File: src/rtl/cmd_dispatch.sv
// cmd_dispatch: host command FIFO feeding the CCU one cmd per clock.
// Inserts NOP when empty, stalled, or running an in-band WAIT delay.
//
// Ports:
//   clk, rst_n  : clock, synchronous active-low reset
//   in_cmd      : command byte from host
//   in_valid    : in_cmd valid
//   in_ready    : FIFO not full (combinational)
//   stall       : hold issue, drive NOP
//   cmd         : registered command to CCU
//   cmd_valid   : cmd is a real popped command
//   fifo_count  : entries stored
//   busy        : not idle in RUN, or FIFO non-empty
module cmd_dispatch #(
  parameter int unsigned DEPTH    = 16,
  parameter logic [7:0]  NOP_CMD  = 8'h00,
  parameter logic [7:0]  WAIT_CMD = 8'hFF
) (
  input  logic                     clk,
  input  logic                     rst_n,
  input  logic [7:0]               in_cmd,
  input  logic                     in_valid,
  output logic                     in_ready,
  input  logic                     stall,
  output logic [7:0]               cmd,
  output logic                     cmd_valid,
  output logic [$clog2(DEPTH):0]   fifo_count,
  output logic                     busy
);

  localparam int AW = $clog2(DEPTH);
  localparam int CW = AW + 1;

  localparam logic [CW-1:0] FULL    = CW'(DEPTH);
  localparam logic [CW-1:0] CNT_ONE = CW'(1);
  localparam logic [AW-1:0] PTR_ONE = AW'(1);

  typedef enum logic [1:0] {
    RUN      = 2'd0,
    WAIT_ARG = 2'd1,
    DELAY    = 2'd2
  } state_t;

  state_t state;

  logic [7:0]    mem [DEPTH];
  logic [AW-1:0] wr_ptr;
  logic [AW-1:0] rd_ptr;
  logic [CW-1:0] count;
  logic [7:0]    delay_cnt;
  logic [7:0]    head;
  logic          push;
  logic          pop;
  logic          issue_ok;

  // Full means not ready, even if a pop
  // would free a slot this same cycle.
  assign in_ready = (count != FULL);
  assign push     = in_valid && in_ready;

  // Pops use the registered count, so a
  // byte pushed into an empty FIFO waits
  // at least one edge before issuing.
  assign issue_ok = (state == RUN) ||
                    (state == WAIT_ARG);
  assign pop      = (count != '0) &&
                    !stall && issue_ok;

  assign head       = mem[rd_ptr];
  assign fifo_count = count;
  assign busy       = (state != RUN) ||
                      (count != '0);

  // Storage is deliberately left uncleared
  // by reset; the pointers define validity.
  always_ff @(posedge clk) begin
    if (push) begin
      mem[wr_ptr] <= in_cmd;
    end
  end

  always_ff @(posedge clk) begin
    if (!rst_n) begin
      wr_ptr <= '0;
      rd_ptr <= '0;
      count  <= '0;
    end else begin
      if (push) begin
        wr_ptr <= wr_ptr + PTR_ONE;
      end
      if (pop) begin
        rd_ptr <= rd_ptr + PTR_ONE;
      end
      if (push && !pop) begin
        count <= count + CNT_ONE;
      end else if (pop && !push) begin
        count <= count - CNT_ONE;
      end
    end
  end

  // Issue FSM. cmd defaults to NOP each
  // cycle; only a non-WAIT pop in RUN
  // forwards a real command.
  always_ff @(posedge clk) begin
    if (!rst_n) begin
      state     <= RUN;
      delay_cnt <= '0;
      cmd       <= NOP_CMD;
      cmd_valid <= 1'b0;
    end else begin
      cmd       <= NOP_CMD;
      cmd_valid <= 1'b0;
      unique case (state)
        RUN: begin
          if (pop) begin
            if (head == WAIT_CMD) begin
              state <= WAIT_ARG;
            end else begin
              cmd       <= head;
              cmd_valid <= 1'b1;
            end
          end
        end
        WAIT_ARG: begin
          // Argument is a plain count,
          // even when it equals WAIT_CMD.
          if (pop) begin
            if (head == 8'h00) begin
              state <= RUN;
            end else begin
              delay_cnt <= head;
              state     <= DELAY;
            end
          end
        end
        DELAY: begin
          // Counts down regardless of
          // stall; exits after N cycles.
          delay_cnt <= delay_cnt - 8'd1;
          if (delay_cnt == 8'd1) begin
            state <= RUN;
          end
        end
        default: begin
          state <= RUN;
        end
      endcase
    end
  end

endmodule
File: config.mk
export PLATFORM = sky130hd
export DESIGN_NAME = cmd_dispatch
export DESIGN_NICKNAME = d
export VERILOG_FILES = /design/src/rtl/cmd_dispatch.sv
export SDC_FILE = /design/constraint.sdc
export NUM_CORES = 1
export LEC_CHECK = 0
export ABC_AREA = 1
export CAP_MARGIN = 20
export CORE_AREA = 5 5 136 138
export DETAILED_ROUTE_END_ITERATION = 10
export DIE_AREA = 0 0 141 143
export SETUP_SLACK_MARGIN = 0.3
export SLEW_MARGIN = 25
export SYNTH_ARGS = -nofsm -noshare
export SYNTH_HDL_FRONTEND = slang
export SYNTH_SLANG_ARGS = --single-unit
File: constraint.sdc
create_clock -name clk -period 3.5 [get_ports clk]
set_input_delay 0.7 -clock clk [delete_from_list [all_inputs] [get_ports clk]]
set_output_delay 0.7 -clock clk [all_outputs]
set_load 0.1 [all_outputs]
==> summary.txt, run 1 <==
Clock tree
  • Clk Latency, worst-skew pair: between 0.4 and 0.5 ns
  • CTS Hold Bufs: 0
  • CTS HTree Levels: 4
  • Clk slew on worst S/H paths: roughly 0.06 ns
  • Root Buffer: clkbuf_16
  • CTS tree: yes
  • Post CTS Setup Buffer Count: 0
  • CTS max path bufs: 2
  • Post_cts resized: 0
  • CTS buffer count: 17
  • Clock Sinks: 164

Synth
  • Average cell area after synthesis: between 9 and 10 sq um
  • Number of synthesized flops with an enable pin: 128
  • Synth cell types: 34
  • Main synth FF type: edfxtp_1
  • Mapped Area: 7220 sq um
  • Area share of the largest cell type after synthesis: 53.2%
  • Synthesized net count: ~780
  • Seq/Total Area, Yosys: 63.2%
  • Count leader, synth: nand2_1
  • Flops & latches, synth: 164
  • Largest cells by area after synthesis: edfxtp_1 53%, nand2_1 11%, dfxtp_1 10%
  • Share of flip-flops with an asynchronous set or reset: 0%
  • Synth top cells by count: 216 x nand2_1, 128 x edfxtp_1, 88 x inv_1
  • Synth Instances: about 750
  • Yosys Warn Count: 0
  • Dominant cell type by area after synthesis: edfxtp_1

Place
  • Final HPWL DP: 10,600 um
  • Inst Count DP: about 1,000
  • Final GP Congestion: 0.835
  • DP Area: 7680 sq um
  • Port bufs: 27

Finish
  • Share of cells above drive strength 1: 8.75%
  • Layout area overhead: 14.9%
  • N_diodes: 0
  • Post-Layout Inst Area: approximately 8300 sq um
  • Core Util, Final: 48.6%
  • Layout fillers: between 1,500 and 2,000
  • Post-layout nets: 800
  • Non-Filler Instances: 1,014

Global route
  • First-pass GRT wire length: 25,600 um
  • Largest net degree at the start of global routing: 69
  • Total track usage: 16.8%
  • GRT Residual Overflow: 0
  • Initial antenna violation count: 0
  • Vias in the first global route: ~4,700

Run status
  • Status: finished, final reports clean

Timing
  • # setup viols final: 0
  • Final hold vios: 0
  • Post-layout min period: 2.95 ns
  • Period utilisation layout: 84.2%
  • Pins Over Slew Limit: 0
  • Relative slew margins: about a third
  • RSZ-0062 raised after global routing: false
  • Fmax: 339 MHz
  • Setup_tns: 0 ns
  • Tightest Pin Transition: 1.00 ns
  • Final setup skew: 0.00940 ns

Worst setup path
  • Reg2reg start: fifo_count[0]
  • Critical path capture point type: output port
  • Crit path DAT: approximately 2.3 ns
  • WS Path Type: flip-flop to output port
  • Worst Path Required: 2.80 ns
  • CP peak stage delay: 0.98 ns
  • Launch point of the worst path: fifo_count[0]
  • Critical-path maximum fanout: 4
  • Critical path launch point type: flip-flop
  • CP max stage cell: clkdlybuf4s50_1
  • Crit path cell chain: nor4_2 > nand2_2 > clkdlybuf4s50_1

Hold path
  • Hold Crit Class: flip-flop to flip-flop
  • Hold path start: rd_ptr[0]

Floorplanning
  • Initial Util: 42.3%
  • I/O pin total: 28
  • Placement row count: 48
  • Die H: 143 um
  • DIE AREA: 20,200 sq um
  • Die W: 141 um
  • Core area: 17,100 sq um

Pwr
  • PwrDens: 727 nW/um^2
  • Lkg Pwr: ~3.4 nW
  • Power Total: 6.03 mW
  • Max VDD drop: 0.506 mV

Drt
  • Routed Antenna Nets: 0
  • Initial DRC Count: 404
  • Vias/cell: slightly below 5
  • DRC: 0
  • Routed WL: 16,000 um
  • WL/cell: 15.8 um
  • Via count: 4,978
  • First-pass iteration count of the detailed router: 7

Job
  • Max Cap Viol: 0
## power breakdown
group / leakage, nW / total [mW] / internal (mW) / switching [mW]
Sequential: 1.45 / 2.28 / 2.22 / 0.0649
Clock: 0.291 / 1.93 / 1.19 / 0.744
Combinational: 1.65 / 1.81 / 0.474 / 1.34
## stage by stage
stage,setup WS (ns),hold slack (ns)
floorplan,0.392,0.455
global placement,0.454,0.474
detailed placement,0.451,0.481
CTS,0.527,0.491
global route,0.375,0.532
finish,0.553,0.491
## metal layers
layer / vias up / GRT usage, % / routed length [um]
met3: 15 / 3.75 / 544
met2: 87 / 27.8 / 8080
li1: 2489 / - / -
met4: 0 / 4.95 / 201
met5: - / 0 / 0
met1: 2387 / 22.2 / 7200
## layout by cell type (no fill, tap or decap), drive strengths merged
cell type	count
xor2	1
fa	1
edfxtp	128
a21o	1
nand4	5
o21bai	4
clkdlybuf4s50	25
inv	98
a21oi	17
buf	8
dfxtp	36
clkbuf	18
xnor2	1
bufinv	4
a31oi	1
nor3	4
and3	1
nand2	219
o31ai	2
nor4	1
o21ai	27
clkinvlp	3
clkinv	8
ha	11
nor2	81
a211oi	1
nand3	83
## worst max-delay path, delay by kind of cell, from the launching register on
family        cells  cell delay [ns]
buf+inv           1             0.98
simple gates      2             0.50
flops             1             0.34
## area by class of cell
type / instances / area (sq um) / area share [%]
clock buffers: 18 / 429 / 5.18
well taps: 225 / 282 / 3.39
clock inverters: 14 / 186 / 2.25
inverters: 99 / 372 / 4.48
flip-flops and latches: 164 / 4570 / 55.1
repair buffers: 33 / 323 / 3.89
multi-input cells: 461 / 2130 / 25.7
## flip-flops by register name, summed over array words and instances, names as in the netlist, named ones only
signal,cells
cmd,8
cmd_valid,1
delay_cnt,8
fifo_count,5
mem,128
rd_ptr,4
state,2
wr_ptr,4
## cell families after synthesis
family | Yosys count | synth area share (%)
AOI/OAI and AO/OA | 53 | 3.97
xor gates and xnor gates | 2 | 0.243
adders and majority gates | 12 | 2.18
buffers and inverters | 126 | 7.42
DFF | 164 | 63.2
and+or+nand+nor | 394 | 23.0
## worst paths after layout
path              endpoint  slack, ns  cells after the start
max reg2reg  fifo_count[4]       0.75                     15
min              flip-flop       0.49                      2
min reg2reg      flip-flop       0.49                      2
max               in_ready       0.55                      3
Power figures use the tool's default switching activity.
==> inputs of run 2 (changes only) <==
Clock period 3.5 ns to 3.1 ns, I/O delays scaled along.
==> summary.txt, run 2 (synthesis results as in run 1) <==
Worst setup path
  • WS Path Type: flip-flop to flip-flop (was flip-flop to output port)
  • Critical path launch point type: flip-flop (unchanged)
  • Worst Path Required: 3.40 ns (was 2.80 ns)
  • Reg2reg path depth: 15 (unchanged)
  • Crit path DAT: 2.98 ns (was 2.25 ns)
  • Critical path capture point type: flip-flop (was output port)
  • Critical-path maximum fanout: 5 (was 4)

Drt
  • First-pass iteration count of the detailed router: 5 (was 7)
  • WL met1: 7530 um (was 7200 um)
  • DRC: 0 (unchanged)
  • WL/cell: 15.7 um (was 15.8 um)
  • Via count: 5,068 (was 4,978)
  • Met3 wire len: 846 um (was 544 um)
  • Routed WL: 16,200 um (was 16,000 um)
  • Top routing layer used: met4 (unchanged)
  • WL met2: 7450 um (was 8080 um)
  • Vias/cell: 4.90 (was 4.91)
  • Routed Antenna Nets: 0 (unchanged)
  • Initial DRC Count: 523 (was 404)

Hold path
  • Worst Hold Path Cells: 2 (unchanged)
  • Hold Crit Class: flip-flop to flip-flop (unchanged)

Global route
  • Total track usage: 16.7% (was 16.8%)
  • GRT Residual Overflow: 0 (unchanged)
  • First-pass GRT wire length: 25,700 um (was 25,600 um)
  • Vias in the first global route: 4,683 (was 4,699)
  • Largest net degree at the start of global routing: 69 (unchanged)
  • Initial antenna violation count: 0 (unchanged)

Floorplanning
  • I/O pin total: 28 (unchanged)
  • Placement row count: 48 (unchanged)
  • DIE AREA: 20,200 sq um (unchanged)
  • Die H: 143 um (unchanged)
  • Core area: 17,100 sq um (unchanged)
  • Die W: 141 um (unchanged)
  • Initial Util: 42.3% (unchanged)

Finish
  • Most frequent cells in the layout: 214 x nand2_1, 128 x edfxtp_1, 88 x inv_1 (was 215 x nand2_1, 128 x edfxtp_1, 88 x inv_1)
  • Largest register FFs: 128 (unchanged)
  • Largest Register: mem (unchanged)
  • Share of cells above drive strength 1: 13.3% (was 8.75%)
  • Most common cell after layout, fill and taps aside: nand2_1 (unchanged)
  • Area taken by multi-input logic gates: 2150 sq um (was 2130 sq um)
  • Layout fillers: 1,579 (was 1,559)
  • N_diodes: 0 (unchanged)
  • Post-layout nets: 820 (was 800)
  • Layout area overhead: 16.7% (was 14.9%)
  • Top Registers: mem (128), cmd (8), delay_cnt (8) (unchanged)
  • Register area: 4580 sq um (was 4570 sq um)

Timing
  • Tightest Pin Transition: 0.817 ns (was 1.00 ns)
  • Relative slew margins: 45.3% (was 33.1%)
  • Pins Over Slew Limit: 0 (unchanged)
  • RSZ-0062 raised after global routing: true (was false)
  • Final hold vios: 0 (unchanged)
  • Post-layout min period: approximately 2.7 ns
  • Period utilisation layout: 86.3%
  • # setup viols final: 0 (unchanged)
  • Final setup skew: 0.00678 ns (was 0.00940 ns)
  • Fmax: 374 MHz
  • Setup_tns: 0 ns (unchanged)

Clock tree
  • CTS Hold Bufs: 0 (unchanged)
  • Clock Sinks: 164 (unchanged)
  • Clk Latency, worst-skew pair: 0.42 ns (about the same)
  • Root Buffer: clkbuf_16 (unchanged)
  • CTS buffer count: 17 (unchanged)
  • CTS HTree Levels: 4 (unchanged)
  • CTS tree: yes (unchanged)
  • Clk slew on worst S/H paths: 0.06 ns (about the same)
  • CTS max path bufs: 2 (unchanged)

Place
  • Final GP Congestion: 0.859 (was 0.835)
  • Port bufs: 27 (unchanged)
  • Final HPWL DP: 10,400 um (was 10,600 um)

Pwr
  • Max VDD drop: 0.491 mV (was 0.506 mV)
  • PwrDens: 809 nW/um^2 (was 727 nW/um^2)
  • Lkg Pwr: 3.51 nW (was 3.39 nW)
  • Power Total: 6.82 mW (was 6.03 mW)

Job
  • Max Cap Viol: 0 (unchanged)

Run status
  • Status: finished, final reports clean (unchanged)
==> run 2: worst paths after layout <==
check | startpoint | endpoint | slack, ns
worst max-delay path | fifo_count[2] | fifo_count[4] | 0.42
worst min-delay path | rd_ptr[0] | flip-flop | 0.49
worst max register to register | fifo_count[2] | fifo_count[4] | 0.42
worst min register to register | rd_ptr[0] | flip-flop | 0.49
==> run 2: layer usage <==
layer  global-route usage, %  up-vias
met3                    3.25       31
li1                        -     2539
met2                    25.4      144
met4                    6.27        0
met1                    24.0     2354
met5                       0        -
==> run 2: power breakdown <==
group | total (mW) | switching [mW] | internal, mW
sequential | 2.60 | 0.0869 | 2.51
combinational | 2.10 | 1.52 | 0.576
clock | 2.12 | 0.852 | 1.27
==> run 2: what timing repair did <==
| action | CTS | global route |
|---|---|---|
| buffers inserted | 0 | 2 |
| resized for setup | 0 | 2 |
| endpoints found under the setup margin | 0 | 14 |
| hold endpoints to repair | 0 | 0 |
==> run 2: through the flow <==
| step | utilization, % | instances | cell area [sq um] | setup WS [ns] | hold slack, ns |
|---|---|---|---|---|---|
| floorplan | - | 751 | 7260 | 0.330 | 0.455 |
| global placement | 45.7 | 1000 | 7800 | 0.138 | 0.471 |
| detailed placement | 45.7 | 1000 | 7800 | 0.0917 | 0.475 |
| CTS | 49.3 | 1032 | 8410 | 0.339 | 0.484 |
| global route | 49.4 | 1034 | 8430 | 0.178 | 0.516 |
| finish | 49.4 | 1034 | 8430 | 0.424 | 0.485 |
==> run 2: critical path: stages (launching register included) <==
cell and delay [ns]:
dfxtp_4 0.36, nor4_4 0.33, nand2_1 0.09, nand2_1 0.11, nor2_1 0.07, inv_1 0.13, ha_2 0.21, inv_1 0.09
fa_1 0.42, a21o_1 0.18, a21oi_1 0.16, nor2_1 0.06, nor2_1 0.08, nand2_1 0.07, o21ai_0 0.16, a21oi_1 0.06
==> run 2: layout make-up <==
cell class                 instances  share of cell area, %
inverter                          99                   4.41
sequential                       164                   54.3
timing repair buffer              53                   5.24
multi-input combinational        461                   25.5
clock inverter                    15                   2.14
clock buffer                      17                   5.05
tap                              225                   3.34
==> inputs of run 3 (changes only) <==
Settings changed: ABC_CLOCK_PERIOD_IN_PS set to 3100, CAP_MARGIN 20 to unset, SKIP_CTS_REPAIR_TIMING set to 1.
==> results of run 3 <==
Same layout as run 2: the final DEF is identical, and so are final timing and power.
